<file path="config.mk">
export PLATFORM = sky130hd
export DESIGN_NAME = fib_byte_serializer
export DESIGN_NICKNAME = d
export VERILOG_FILES = /design/src/rtl/fib_pkg.sv /design/src/rtl/fib_fifo.sv /design/src/rtl/fib_byte_serializer.sv
export SDC_FILE = /design/constraint.sdc
export NUM_CORES = 1
export LEC_CHECK = 0
export ABC_AREA = 1
export CORE_MARGIN = 3
export CORE_UTILIZATION = 40
export CTS_BUF_LIST = sky130_fd_sc_hd__clkbuf_4
export DETAILED_ROUTE_END_ITERATION = 7
export PLACE_DENSITY = 0.58
export SLEW_MARGIN = 5
export SYNTH_ARGS = -nofsm -noshare
export SYNTH_HDL_FRONTEND = slang
export SYNTH_HIERARCHICAL = 1
export SYNTH_SLANG_ARGS = --single-unit
</file>
<file path="constraint.sdc">
create_clock -name clk -period 4 [get_ports clk]
set_clock_uncertainty 0.1 [all_clocks]
set_input_delay 0.4 -clock clk [delete_from_list [all_inputs] [get_ports clk]]
set_output_delay 0.4 -clock clk [all_outputs]
set_load 0.05 [all_outputs]
</file>
<file path="src/rtl/fib_pkg.sv">
// Shared constants, FSM state type and the Fibonacci step function used by the
// byte serializer and its recurrence checker.
package fib_pkg;

    localparam int FIB_W          = 32;
    localparam int BYTE_W         = 8;
    localparam int BYTES_PER_WORD = 4;
    localparam int IDX_W          = $clog2(BYTES_PER_WORD);

    typedef enum logic {
        S_IDLE = 1'b0,
        S_SEND = 1'b1
    } state_t;

    // Next Fibonacci term; the carry out of the top bit is dropped on purpose.
    function automatic logic [FIB_W-1:0] fib_next(
        input logic [FIB_W-1:0] a,
        input logic [FIB_W-1:0] b
    );
        return a + b;
    endfunction

endpackage

</file>
<file path="src/rtl/fib_fifo.sv">
// Synchronous word FIFO with a first-word view of the head entry. A pop on an
// empty FIFO and a push on a full FIFO are ignored, so a push into an empty FIFO
// is only visible to pops from the following cycle onward.
module fib_fifo #(
    parameter  int DEPTH = 4,
    parameter  int WIDTH = 32,
    localparam int AW    = $clog2(DEPTH)
) (
    input  logic             clk,
    input  logic             rst,
    input  logic             i_push,
    input  logic [WIDTH-1:0] i_wdata,
    input  logic             i_pop,
    output logic [WIDTH-1:0] o_rdata,
    output logic             o_full,
    output logic             o_empty,
    output logic [AW:0]      o_level
);

    logic [WIDTH-1:0] r_mem [DEPTH];
    logic [AW-1:0]    r_wr_ptr;
    logic [AW-1:0]    r_rd_ptr;
    logic [AW:0]      r_count;
    logic             w_do_push;
    logic             w_do_pop;

    assign o_full    = (r_count == (AW+1)'(DEPTH));
    assign o_empty   = (r_count == '0);
    assign o_level   = r_count;
    assign o_rdata   = r_mem[r_rd_ptr];
    assign w_do_push = i_push && !o_full;
    assign w_do_pop  = i_pop && !o_empty;

    // Storage write.
    // NOTE: the data array has no reset; the pointers and count alone decide
    // what is valid, and leaving the array unreset keeps it a plain RAM.
    always_ff @(posedge clk) begin
        if (w_do_push) begin
            r_mem[r_wr_ptr] <= i_wdata;
        end
    end

    // Pointer and occupancy bookkeeping; pointers wrap since DEPTH is a power of 2.
    always_ff @(posedge clk or posedge rst) begin
        if (rst) begin
            r_wr_ptr <= '0;
            r_rd_ptr <= '0;
            r_count  <= '0;
        end else begin
            if (w_do_push) begin
                r_wr_ptr <= r_wr_ptr + AW'(1);
            end
            if (w_do_pop) begin
                r_rd_ptr <= r_rd_ptr + AW'(1);
            end
            case ({w_do_push, w_do_pop})
                2'b10:   r_count <= r_count + (AW+1)'(1);
                2'b01:   r_count <= r_count - (AW+1)'(1);
                default: r_count <= r_count;
            endcase
        end
    end

endmodule

</file>
<file path="src/rtl/fib_byte_serializer.sv">
// Buffers incoming 32-bit Fibonacci words, streams each one out MSB byte first
// on a byte-wide valid/ready link, and flags any break in the recurrence.
module fib_byte_serializer
    import fib_pkg::*;
#(
    parameter  int DEPTH = 4,
    localparam int AW    = $clog2(DEPTH)
) (
    input  logic             clk,
    input  logic             rst,
    input  logic             in_valid,
    output logic             in_ready,
    input  logic [FIB_W-1:0] in_data,
    output logic             out_valid,
    input  logic             out_ready,
    output logic [BYTE_W-1:0] out_byte,
    output logic             out_last,
    output logic             seq_err,
    output logic [AW:0]      fifo_level
);

    state_t           r_state;
    logic [IDX_W-1:0] r_idx;
    logic [FIB_W-1:0] r_word;
    logic             r_out_valid;
    logic             r_out_last;
    logic [FIB_W-1:0] r_prev1;
    logic [FIB_W-1:0] r_prev2;
    logic [1:0]       r_hist_cnt;
    logic             r_seq_err;

    logic             w_fifo_full;
    logic             w_fifo_empty;
    logic [FIB_W-1:0] w_head;
    logic             w_push;
    logic             w_pop;
    logic             w_out_hs;

    assign in_ready   = !w_fifo_full;
    assign w_push     = in_valid && !w_fifo_full;
    assign w_out_hs   = r_out_valid && out_ready;
    // Pop when idle, or on the final byte so the next word follows with no bubble.
    assign w_pop      = !w_fifo_empty &&
                        ((r_state == S_IDLE) || (w_out_hs && (r_idx == '0)));

    assign out_valid  = r_out_valid;
    assign out_last   = r_out_last;
    // The word is shifted left after each byte, so the current byte is always on top.
    assign out_byte   = r_word[FIB_W-1 -: BYTE_W];
    assign seq_err    = r_seq_err;

    fib_fifo #(
        .DEPTH (DEPTH),
        .WIDTH (FIB_W)
    ) u_fifo (
        .clk     (clk),
        .rst     (rst),
        .i_push  (w_push),
        .i_wdata (in_data),
        .i_pop   (w_pop),
        .o_rdata (w_head),
        .o_full  (w_fifo_full),
        .o_empty (w_fifo_empty),
        .o_level (fifo_level)
    );

    // Serializer FSM: loads a word from the FIFO and walks its bytes MSB first.
    // NOTE: all state here uses non-blocking assignments so every branch reads
    // the pre-edge values of r_idx/r_word, matching the combinational w_pop.
    always_ff @(posedge clk or posedge rst) begin
        if (rst) begin
            r_state     <= S_IDLE;
            r_idx       <= '0;
            r_word      <= '0;
            r_out_valid <= 1'b0;
            r_out_last  <= 1'b0;
        end else begin
            case (r_state)
                S_IDLE: begin
                    if (!w_fifo_empty) begin
                        r_word      <= w_head;
                        r_idx       <= IDX_W'(BYTES_PER_WORD - 1);
                        r_out_valid <= 1'b1;
                        r_out_last  <= 1'b0;
                        r_state     <= S_SEND;
                    end
                end
                S_SEND: begin
                    if (w_out_hs) begin
                        if (r_idx != '0) begin
                            r_word     <= r_word << BYTE_W;
                            r_idx      <= r_idx - IDX_W'(1);
                            r_out_last <= (r_idx == IDX_W'(1));
                        end else if (!w_fifo_empty) begin
                            r_word     <= w_head;
                            r_idx      <= IDX_W'(BYTES_PER_WORD - 1);
                            r_out_last <= 1'b0;
                        end else begin
                            r_out_valid <= 1'b0;
                            r_out_last  <= 1'b0;
                            r_state     <= S_IDLE;
                        end
                    end
                end
                default: begin
                    r_out_valid <= 1'b0;
                    r_out_last  <= 1'b0;
                    r_state     <= S_IDLE;
                end
            endcase
        end
    end

    // Recurrence checker: history advances only on accepted words; error is sticky.
    always_ff @(posedge clk or posedge rst) begin
        if (rst) begin
            r_prev1    <= '0;
            r_prev2    <= '0;
            r_hist_cnt <= '0;
            r_seq_err  <= 1'b0;
        end else if (w_push) begin
            if ((r_hist_cnt == 2'd2) && (in_data != fib_next(r_prev1, r_prev2))) begin
                r_seq_err <= 1'b1;
            end
            r_prev2 <= r_prev1;
            r_prev1 <= in_data;
            if (r_hist_cnt != 2'd2) begin
                r_hist_cnt <= r_hist_cnt + 2'd1;
            end
        end
    end

endmodule

</file>
==> summary.md <==
| Metric | Value |
|---|---|
| Die ar. | `33,900 um2` |
| Clock group share of total power | `20.7%` |
| Placed wire-length estimate | `21.7 mm` |
| Post-synthesis sequential area ratio | `between 50% and 60%` |
| IO Port Bufs | `50` |
| Worst Hold End | `out_valid$_DFFE_PP0P_` |
| Total number of vias | `9,968` |
| Final slew viol count | `0` |
| Setup CP Type | `reg -> reg` |
| Drt via density | `4.87` |
| Synthesized instance count | `1,508` |
| Final Setup Violations | `0` |
| Worst Hold Depth | `4` |
| Area contributors post-synth | `edfxtp_1 30%, dfrtp_1 22%, nand2_1 16%` |
| Clk root buf | `clkbuf_4` |
| Num CTS Buffers | `68` |
| Int Pwr | `6.36 mW` |
| Worst r2r path cells | `8` |
| Dpl cell area | `13,500 um2` |
| Gates resized, CTS repair | `0` |
| Rows | `64` |
| Fin. Hold Viols | `0` |
| Worst slack at placement | `roughly 850 ps` |
| CTS tree | `built` |
| PD cells | `780 nW/um2` |
| Synthesized Nets | `~1.6k` |
| Leading area contributor after synthesis | `edfxtp_1` |
| Combinational Power Share | `46.4%` |
| Vias in the first global route | `9,721` |
| Leak | `6.91 nW` |
| Hold/Removal Path Class | `in -> reg` |
| GR met1 Demand/Resource | `24.9%` |
| Max frequency | `327 MHz` |
| CP Data Arrival Time | `3520 ps` |
| I/O pin count | `51` |
| DR WL/cell | `15.0 um` |
| Top-area cell type share of the netlist area | `a little under a third` |
| Sink Count | `roughly 240` |
| FILL cells | `3,069` |
| Antenna violations before repair | `1` |
| Initial Util | `41.1%` |
| R2r setup slk | `940 ps` |
| GRT met3 Usage | `3.73%` |
| Slew HR | `about a third` |
| Flops & latches, synth | `239` |
| Cell Area, Synth | `12,700 um2` |
| Worst-Skew Late Latency | `approximately 650 ps` |
| Critical R2R Capture | `r_word[11]$_DFFE_PP0N_` |
| Gr busiest metal | `met2` |
| RSZ-0062 raised after global routing | `false` |
| Htree depth | `3` |
| Yosys cell types | `38` |
| Die Y | `approximately 180 um` |
| Post-DRT Antenna Nets | `0` |
| Post-CTS Setup Repair Bufs | `0` |
| Net Sw Frac | `43.5%` |
| Reg clk slew, reported paths | `60 ps` |
| Worst R2R Start | `r_idx[0]$_DFFE_PP0N_` |
| Worst Path Required | `4450 ps` |
| Tot GR Track Use | `18.5%` |
| Global-route wire length before repair | `49.7 mm` |
| Drt total wl | `between 30 and 40 mm` |
| Largest net degree at the start of global routing | `78` |
| Warnings from Yosys | `6` |
| Clock tree buffer depth | `3` |
| Hold Startpoint | `out_ready` |
| Layout Area Growth over Synthesis | `13.8%` |
| Maximum VDD drop | `between 0.3 and 0.4 mV` |
| P_sw | `4.90 mW` |
| GRT met2 Usage | `30.0%` |
| Crit-path max FO | `24` |
| Core Region | `30,900 um2` |
| Final net count | `between 1.5k and 2k` |
| Final WS setup | `938 ps` |
| Syn Area/Cell | `8.41 um2` |
| CP Capture Type | `flip-flop` |
| Worst setup SP type | `flip-flop` |
| Layout cells sized above 1 | `between 10 and 15%` |
| 1st-iter DRT viols | `512` |
| Max-Cap Viols | `0` |
| Sequential power share | `between 30 and 40%` |
| Period minus WS final | `3060 ps` |
| Worst slew pin tran | `995 ps` |
| Commonest non-fill, non-tap cell in the layout | `nand2_1` |
| Final Cycle Share | `76.5%` |
| Final instance area | `between 10,000 and 15,000 um2` |
| Drt drc | `0` |
| Power consumption | `11.3 mW` |
| Drt pass-1 iters | `5` |
| Commonest non-fill, non-tap cells in the layout | `529 x nand2_1, 212 x inv_1, 128 x edfxtp_1` |
| Gr ovfl total | `0` |
| Die Span X | `184 um` |
| Final core utilization | `between 40% and 50%` |
| Status | `finished clean` |
| GPL Wtd Cong | `~0.89` |
## power by group through the flow
stage	sequential, mW	combinational, mW	clock, mW
2_1_floorplan	3.75	4.00	0
4_1_cts	3.71	5.28	2.42
5_1_grt	3.79	5.95	2.57
3_3_place_gp	3.73	5.19	0
6_report	3.71	5.23	2.33
3_5_place_dp	3.75	5.25	0
## worst max path at each step
stage / from / endpoint / slack [ps] / cells past startpoint
after global placement: out_ready / u_fifo/o_level[2]$_DFFE_PP0P_ / 890 / 16
after floorplan: u_fifo/o_level[0]$_DFFE_PP0P_ / u_fifo/r_mem[0][0]$_DFFE_PP_ / -110 / 9
after detailed placement: out_ready / u_fifo/o_level[2]$_DFFE_PP0P_ / 850 / 16
after CTS: r_idx[0]$_DFFE_PP0N_ / r_word[11]$_DFFE_PP0N_ / 1000 / 8
final: r_idx[0]$_DFFE_PP0N_ / r_word[11]$_DFFE_PP0N_ / 940 / 8
after global routing: r_idx[0]$_DFFE_PP0N_ / r_word[13]$_DFFE_PP0N_ / 660 / 8
## per-stage QoR
step	setup TNS, ps	hold WS, ps	instances
2_1_floorplan	-13720	103	1508
3_3_place_gp	0	366	1920
3_5_place_dp	0	370	1920
4_1_cts	0	271	2044
5_1_grt	0	300	2045
6_report	0	328	2045
## state kept, by name, indices dropped and copies added, names as in the netlist
| name | cells |
|---|---|
| u_fifo/r_wr_ptr | 2 |
| u_fifo/o_level | 3 |
| r_state | 1 |
| r_hist_cnt | 2 |
| u_fifo/r_mem | 128 |
| seq_err | 1 |
| r_prev1 | 32 |
| r_word | 32 |
| out_valid | 1 |
| u_fifo/r_rd_ptr | 2 |
| out_last | 1 |
| r_idx | 2 |
| r_prev2 | 32 |
## what timing repair did
item	4_1_cts	5_1_grt
hold endpoints to repair	7	0
endpoints found under the setup margin	0	0
hold buffers	1	0
## kinds of logic (layout without fill, tap and decap cells)
kind of cell	after synthesis	count (layout)	synth area share (%)
simple gates	782	782	25.3
buf+inv	279	419	9.47
flops	239	239	52.2
compound gates	146	146	7.39
fa+ha+maj	39	39	3.96
xor+xnor	23	23	1.70
other cells	0	1	0
## cells in the mapped netlist (all sizes together)
master / count
clkbuf: 22
a311oi: 6
clkinv: 2
a21boi: 1
nand2b: 1
or2: 1
nand3: 85
nand4: 8
inv: 224
nor2: 97
o211ai: 64
xnor3: 1
ha: 37
o21a: 1
buf: 31
fa: 2
o21ai: 41
a31oi: 1
a32o: 1
nand3b: 2
nand2: 542
xnor2: 16
a21oi: 29
o21bai: 2
edfxtp: 128
xor2: 6
dfrtp: 111
nor3: 46
## critical path, cell delays in order (launching register included)
cell	delay, ps
dfrtp_1	400
nor2_1	90
nor2_2	520
nor2_2	190
inv_2	370
nor2_2	160
nor2_2	780
nor2_1	90
a311oi_1	240
## per-layer routing
metal | up-vias | routed length (um)
met5 | - | 0
met4 | 0 | 853
met3 | 63 | 1240
met2 | 182 | 14200
met1 | 4659 | 14300
li1 | 5064 | -
## cell type report
cell class / count / area (um2) / share of cell area (%)
antenna: 1 / 2.50 / 0.0173
clock buffer: 100 / 751 / 5.20
clock inverter: 23 / 151 / 1.05
inverter: 226 / 852 / 5.90
multi-input combinational: 990 / 4900 / 33.9
sequential: 239 / 6620 / 45.9
tap: 396 / 495 / 3.43
timing repair buffer: 70 / 666 / 4.61
No activity file was read; power rests on OpenSTA's default activity.
